$ cat src/rtl/shift_pkg.sv
// Shared encodings for the multi-cycle shift/rotate engine: op codes, FSM states
// and the pass-through decode helper.
package shift_pkg;

  typedef enum logic [2:0] {
    OP_SHR  = 3'd0,
    OP_SHRA = 3'd1,
    OP_SHL  = 3'd2,
    OP_ROR  = 3'd3,
    OP_ROL  = 3'd4
  } shift_op_e;

  typedef enum logic [1:0] {
    ST_IDLE  = 2'd0,
    ST_SHIFT = 2'd1,
    ST_DONE  = 2'd2
  } shift_state_e;

  // Codes 101..111 return the operand unchanged.
  function automatic logic is_passthru(input logic [2:0] op);
    return op > 3'd4;
  endfunction

endpackage

$ cat src/rtl/shift_step.sv
// Combinational shift/rotate of a WIDTH vector by 0..STEP bits under one op.
// With SHIFT_CARRY_EN defined it also reports the last bit shifted out.
module shift_step
  import shift_pkg::*;
#(
  parameter int WIDTH = 32,
  parameter int SH_W  = 3
) (
  input  logic [WIDTH-1:0] data,
  input  logic [2:0]       op,
  input  logic [SH_W-1:0]  sh,
  input  logic             sign_fill,
`ifdef SHIFT_CARRY_EN
  output logic             carry,
`endif
  output logic [WIDTH-1:0] shifted
);

  localparam logic [WIDTH-1:0] ONES = '1;

  logic [WIDTH-1:0] shr_v, shl_v, ror_v, rol_v, fill_v;

  // Shifting by WIDTH yields zero, so sh=0 leaves rotates unchanged.
  assign shr_v  = data >> sh;
  assign shl_v  = data << sh;
  assign ror_v  = shr_v | (data << (WIDTH - int'(sh)));
  assign rol_v  = shl_v | (data >> (WIDTH - int'(sh)));
  assign fill_v = sign_fill ? ~(ONES >> sh) : '0;

  always_comb begin
    shifted = data;
    case (op)
      OP_SHR:  shifted = shr_v;
      OP_SHRA: shifted = shr_v | fill_v;
      OP_SHL:  shifted = shl_v;
      OP_ROR:  shifted = ror_v;
      OP_ROL:  shifted = rol_v;
      default: shifted = data;
    endcase
  end

`ifdef SHIFT_CARRY_EN
  localparam int IDX_W = $clog2(WIDTH);

  logic [IDX_W-1:0] idx_r, idx_l;

  always_comb begin
    idx_r = IDX_W'(sh - SH_W'(1));
    idx_l = IDX_W'(WIDTH - int'(sh));
    carry = 1'b0;
    if (sh != '0) begin
      case (op)
        OP_SHR, OP_SHRA: carry = data[idx_r];
        OP_SHL:          carry = data[idx_l];
        OP_ROR:          carry = ror_v[WIDTH-1];
        OP_ROL:          carry = rol_v[0];
        default:         carry = 1'b0;
      endcase
    end
  end
`endif

endmodule

$ cat src/rtl/shift_rotate_unit.sv
// Multi-cycle shift/rotate engine, STEP bits per clock, start/busy/done handshake.
// Optional carry_out port is enabled by defining SHIFT_CARRY_EN.
module shift_rotate_unit
  import shift_pkg::*;
#(
  parameter  int WIDTH = 32,
  parameter  int STEP  = 4,
  localparam int AMT_W = $clog2(WIDTH)
) (
  input  logic             clk,
  input  logic             Clear_n,
  input  logic             start,
  input  logic [2:0]       op,
  input  logic [WIDTH-1:0] operand,
  input  logic [AMT_W-1:0] amt,
  output logic [WIDTH-1:0] result,
  output logic             busy,
  output logic             done,
`ifdef SHIFT_CARRY_EN
  output logic             carry_out,
`endif
  output logic [1:0]       state_dbg
);

  // Handshake: start is sampled only in IDLE; the edge that samples it (E0)
  // captures op/operand/amt, after which they are don't-care. busy covers
  // SHIFT and DONE, done pulses for one cycle with result final and held until
  // the next accepted start. A start seen while busy is dropped, not queued.

  localparam int               SH_W   = $clog2(STEP + 1);
  localparam logic [AMT_W:0]   STEP_X = (AMT_W + 1)'(STEP);

  shift_state_e     state_q, state_d;
  logic [AMT_W-1:0] rem_q, rem_next;
  logic [2:0]       op_q;
  logic             sign_q;
  logic [AMT_W:0]   rem_x, s_x;
  logic [SH_W-1:0]  sh;
  logic [WIDTH-1:0] step_out;
  logic             accept, go_shift;

  assign accept   = (state_q == ST_IDLE) && start;
  assign go_shift = (amt != '0) && !is_passthru(op);

  always_comb begin
    rem_x    = {1'b0, rem_q};
    s_x      = (rem_x < STEP_X) ? rem_x : STEP_X;
    sh       = SH_W'(s_x);
    rem_next = AMT_W'(rem_x - s_x);
  end

`ifdef SHIFT_CARRY_EN
  logic step_carry;
`endif

  shift_step #(
    .WIDTH (WIDTH),
    .SH_W  (SH_W)
  ) u_step (
    .data      (result),
    .op        (op_q),
    .sh        (sh),
    .sign_fill (sign_q),
`ifdef SHIFT_CARRY_EN
    .carry     (step_carry),
`endif
    .shifted   (step_out)
  );

  always_ff @(posedge clk or negedge Clear_n) begin
    if (!Clear_n) state_q <= ST_IDLE;
    else          state_q <= state_d;
  end

  always_comb begin
    state_d = state_q;
    case (state_q)
      ST_IDLE:  if (start) state_d = go_shift ? ST_SHIFT : ST_DONE;
      ST_SHIFT: if (rem_next == '0) state_d = ST_DONE;
      ST_DONE:  state_d = ST_IDLE;
      default:  state_d = ST_IDLE;
    endcase
  end

  always_ff @(posedge clk or negedge Clear_n) begin
    if (!Clear_n) begin
      result <= '0;
      rem_q  <= '0;
      op_q   <= '0;
      sign_q <= 1'b0;
    end else if (accept) begin
      result <= operand;
      rem_q  <= go_shift ? amt : '0;
      op_q   <= op;
      sign_q <= operand[WIDTH-1];
    end else if (state_q == ST_SHIFT) begin
      result <= step_out;
      rem_q  <= rem_next;
    end
  end

`ifdef SHIFT_CARRY_EN
  // Each step records its own last bit out; the final step leaves the overall one.
  always_ff @(posedge clk or negedge Clear_n) begin
    if (!Clear_n)                   carry_out <= 1'b0;
    else if (accept)                carry_out <= 1'b0;
    else if (state_q == ST_SHIFT)   carry_out <= step_carry;
  end
`endif

  assign busy      = (state_q == ST_SHIFT) || (state_q == ST_DONE);
  assign done      = (state_q == ST_DONE);
  assign state_dbg = state_q;

endmodule

$ cat config.mk
export PLATFORM = sky130hd
export DESIGN_NAME = shift_rotate_unit
export DESIGN_NICKNAME = d
export VERILOG_FILES = /design/src/rtl/shift_pkg.sv /design/src/rtl/shift_step.sv /design/src/rtl/shift_rotate_unit.sv
export SDC_FILE = /design/constraint.sdc
export NUM_CORES = 1
export LEC_CHECK = 0
export CORE_ASPECT_RATIO = 0.5
export CORE_MARGIN = 3
export CORE_UTILIZATION = 57
export DETAILED_ROUTE_END_ITERATION = 7
export PLACE_DENSITY = 0.82
export SLEW_MARGIN = 20
export SYNTH_ARGS = -nofsm -noshare
export SYNTH_HDL_FRONTEND = slang
export SYNTH_SLANG_ARGS = --single-unit
$ cat constraint.sdc
create_clock -name clk -period 5.3 [get_ports clk]
set_input_delay 1.06 -clock clk [delete_from_list [all_inputs] [get_ports clk]]
set_output_delay 1.06 -clock clk [all_outputs]
set_load 0.005 [all_outputs]
==> run_results.csv <==
group,metric,value,unit
outcome,run_status,"finished, final reports clean",
setup_path,cp_max_fo,20,
sta,timing.final.crit_period,3840,ps
sta,max-slew-margin-rel,39.9,%
layout,layout.nets,843,
clocking,postCtsSetupRepairBufs,0,
global_routing,grt.overflow.total,0,
sta,hold_slack,532,ps
routing,drt-initial-drc-count,1188,
sta,setup_ws,1460,ps
routing,first_pass_iters,7,
clocking,post_cts_hold_buffer_count,0,
yosys,synth_enable_flop_cells,0,
hold_path,whs_endpoint,"sign_q",
setup_path,critical_path_class,"reg2reg",
sta,worstMarginPinSlew,899,ps
yosys,synthDistinctLibCells,73,
placed_design,post-place-ws,1650,ps
yosys,syn_avg_cell_area,7.62,sq um
setup_path,r2r_start,"rem_q[0]",
floorplanning,core-area,9730,sq um
floorplanning,top_level_ports,79,
global_routing,antenna_found_initial,1,
yosys,top_ff_cell_synth,"sky130_fd_sc_hd__dfrtp_1",
floorplanning,fp.dieArea,11600,sq um
yosys,synth.cell_area,5870,sq um
setup_path,worst_ep_arrival_time,4000,ps
sta,final.setup.tns,0,ps
setup_path,endpoint_kind,"flip-flop",
yosys,ys_warn_count,0,
yosys,post_synth_inst_count,771,
setup_path,worstPathRequired,5460,ps
clocking,cts-buffers-inserted,5,
setup_path,launching_instance_or_port_of_the_critical_path,"rem_q[0]",
routing,via_count,7124,
layout,final_cells,929,
routing,route.final.wire_length,26300,um
yosys,synth-seq-area-share,18.3,%
placed_design,place.gp.congestion,1.10,
clocking,post_cts.resized_instances,0,
sta,layout_worst_path_cycle_share,72.5,%
clocking,clock_transition_time_at_the_flip_flop_clock_pins_of_the_worst_setup_and_hold_paths,70,ps
sta,report.final.setup_viol,0,
hold_path,worst_hold_path_type,"reg2reg",
layout,layout-area-overhead-vs-synth,15.2,%
floorplanning,initial_core_util,60.4,%
clocking,cts_tree,"done",
flow_run,maxCapViolations,0,
clocking,clock_sinks,43,
yosys,postSynthRegisterBits,43,
clocking,clockBufferDepth,2,
global_routing,grt_max_degree,51,
clocking,cts_root_buf,"sky130_fd_sc_hd__clkbuf_16",
setup_path,critical_path.startpoint_type,"flip-flop",
setup_path,crit-reg2reg-capture,"result[19]",
placed_design,io_buffer_count,78,
floorplanning,die_w,150,um
yosys,asyncSetResetFlopFracSynth,100,%
global_routing,wire_length_of_the_first_global_routing_pass,39400,um
clocking,clock_latency_of_the_later_clocked_register_in_the_worst_skew_pair,300,ps
placed_design,cell_total_after_placement,920,
placed_design,dpl.hpwl,18400,um
global_routing,grt_pass1_vias,6542,
global_routing,grt_usage,44.6,%
sta,max_freq,260,MHz
setup_path,path_cells,"or4b_4 -> ha_1 -> inv_1 -> nor2_1 -> a22o_1 -> a211oi_1 -> o22ai_1",
floorplanning,std_cell_rows,25,
routing,vias_per_cell,7.67,
routing,wl_per_cell,28.3,um
clocking,cts.htree.levels,2,
hold_path,hold_path_startpoint,"sign_q",
sta,grt_setup_unrepaired,"false",
setup_path,reg2regPathDepth,7,
routing,route.antenna.remaining_nets,0,
setup_path,setup.reg_to_reg.worst_slack,1460,ps
floorplanning,floorplan.die.height,77.8,um
routing,route.detailed.drc,0,
sta,hold_violations,0,
setup_path,slowest_stage,"sky130_fd_sc_hd__dfrtp_1",
sta,clock-skew-final,4.35,ps
setup_path,critPathMaxStageDelay,830,ps
sta,drv_slew,0,
hold_path,timing.hold.worst_path_depth,2,
layout,drive_gt1_share,8.95,%
yosys,synth_fp_nets,822,
==> registers in the layout (all words and copies together) (netlist names) <==
signal / count
op_q: 3
state_dbg: 2
rem_q: 5
sign_q: 1
result: 32
==> final cells by class <==
type,instances,area (sq um)
Clock buffer,6,139
Timing Repair Buffer,97,921
Sequential cell,43,1080
Fill cell,796,2960
Inverter,15,61.3
Tap cell,135,169
Clock inverter,2,35.0
Antenna cell,1,2.50
Multi-Input combinational cell,630,4360
==> cells by family (layout without fill, tap and decap cells) <==
family / after synthesis / in the layout / synth area share [%]
AOI/OAI and AO/OA: 254 / 254 / 29.3
xor gates and xnor gates: 1 / 1 / 0.149
adders and majority gates: 8 / 8 / 1.70
buffers and inverters: 98 / 120 / 7.67
DFF: 43 / 43 / 18.3
muxes: 125 / 125 / 24.4
other: 1 / 2 / 0.0639
and+or+nand+nor: 241 / 241 / 18.4
==> synthesized netlist by cell type (6+ instances only) <==
cell type                  count  share of area, %
sky130_fd_sc_hd__inv_1        13              0.83
sky130_fd_sc_hd__buf_2         7              0.60
sky130_fd_sc_hd__dfrtp_1      43                18
sky130_fd_sc_hd__o31ai_1       7              0.89
sky130_fd_sc_hd__o211ai_1      6              0.77
sky130_fd_sc_hd__a22o_1        6              0.89
sky130_fd_sc_hd__a221o_1       6               1.0
sky130_fd_sc_hd__o21ai_0      41               3.5
sky130_fd_sc_hd__a22oi_1       8               1.0
sky130_fd_sc_hd__a211oi_1     14               1.8
sky130_fd_sc_hd__a21oi_1      56               4.8
sky130_fd_sc_hd__a31oi_1      17               1.8
sky130_fd_sc_hd__nand2_1     124               7.9
sky130_fd_sc_hd__nand3_1       8              0.68
sky130_fd_sc_hd__clkbuf_1     63               4.0
sky130_fd_sc_hd__nor2_1       45               2.9
sky130_fd_sc_hd__mux4_2       13               5.0
sky130_fd_sc_hd__o22ai_1      30               3.2
sky130_fd_sc_hd__mux2i_1      99                17
sky130_fd_sc_hd__and3_1        7              0.75
sky130_fd_sc_hd__mux2_2       12               2.3
sky130_fd_sc_hd__nor2b_1       7              0.75
sky130_fd_sc_hd__nor3_1       15               1.3
sky130_fd_sc_hd__ha_1          8               1.7
sky130_fd_sc_hd__nand2b_1      6              0.64
==> per-stage QoR <==
| stage | cell area, sq um | utilization (%) |
|---|---|---|
| global route | 6760 | 69.5 |
| global placement | 6580 | 67.7 |
| detailed placement | 6580 | 67.7 |
| CTS | 6760 | 69.5 |
| finish | 6770 | 69.6 |
| floorplan | 5870 | - |
==> worst max path at each step <==
stage | slack [ps] | end
global route | 1390 | result[24]
finish | 1460 | result[19]
CTS | 1620 | result[19]
global placement | 1530 | result[19]
floorplan | 1610 | result[6]
detailed placement | 1650 | result[19]
==> placed cells by master, fill, tap and decap left out, drive strengths merged, types with 17 or more instances in the layout <==
| cell | instances |
|---|---|
| a21oi | 56 |
| a31oi | 17 |
| buf | 20 |
| clkdlybuf4s50 | 77 |
| dfrtp | 43 |
| mux2i | 100 |
| nand2 | 124 |
| nor2 | 47 |
| o21ai | 43 |
| o22ai | 30 |
==> metal layers <==
metal / global-route usage [%] / share of wire [%]
met1: 61.4 / 39
met2: 58.8 / 38
met3: 25.7 / 20
met4: 11.1 / 3.0
met5: 2.27 / 0
==> worst max-delay path, delay by kind of cell, from the launching register on <==
family	cells	cell delay (ps)
adders and majority gates	1	330
DFF	1	830
buffers and inverters	1	630
AOI/OAI and AO/OA	3	880
and+or+nand+nor	2	1030
Power is not shown: default switching activity piles up to over one toggle a cycle in this logic, so the estimate is an artifact.
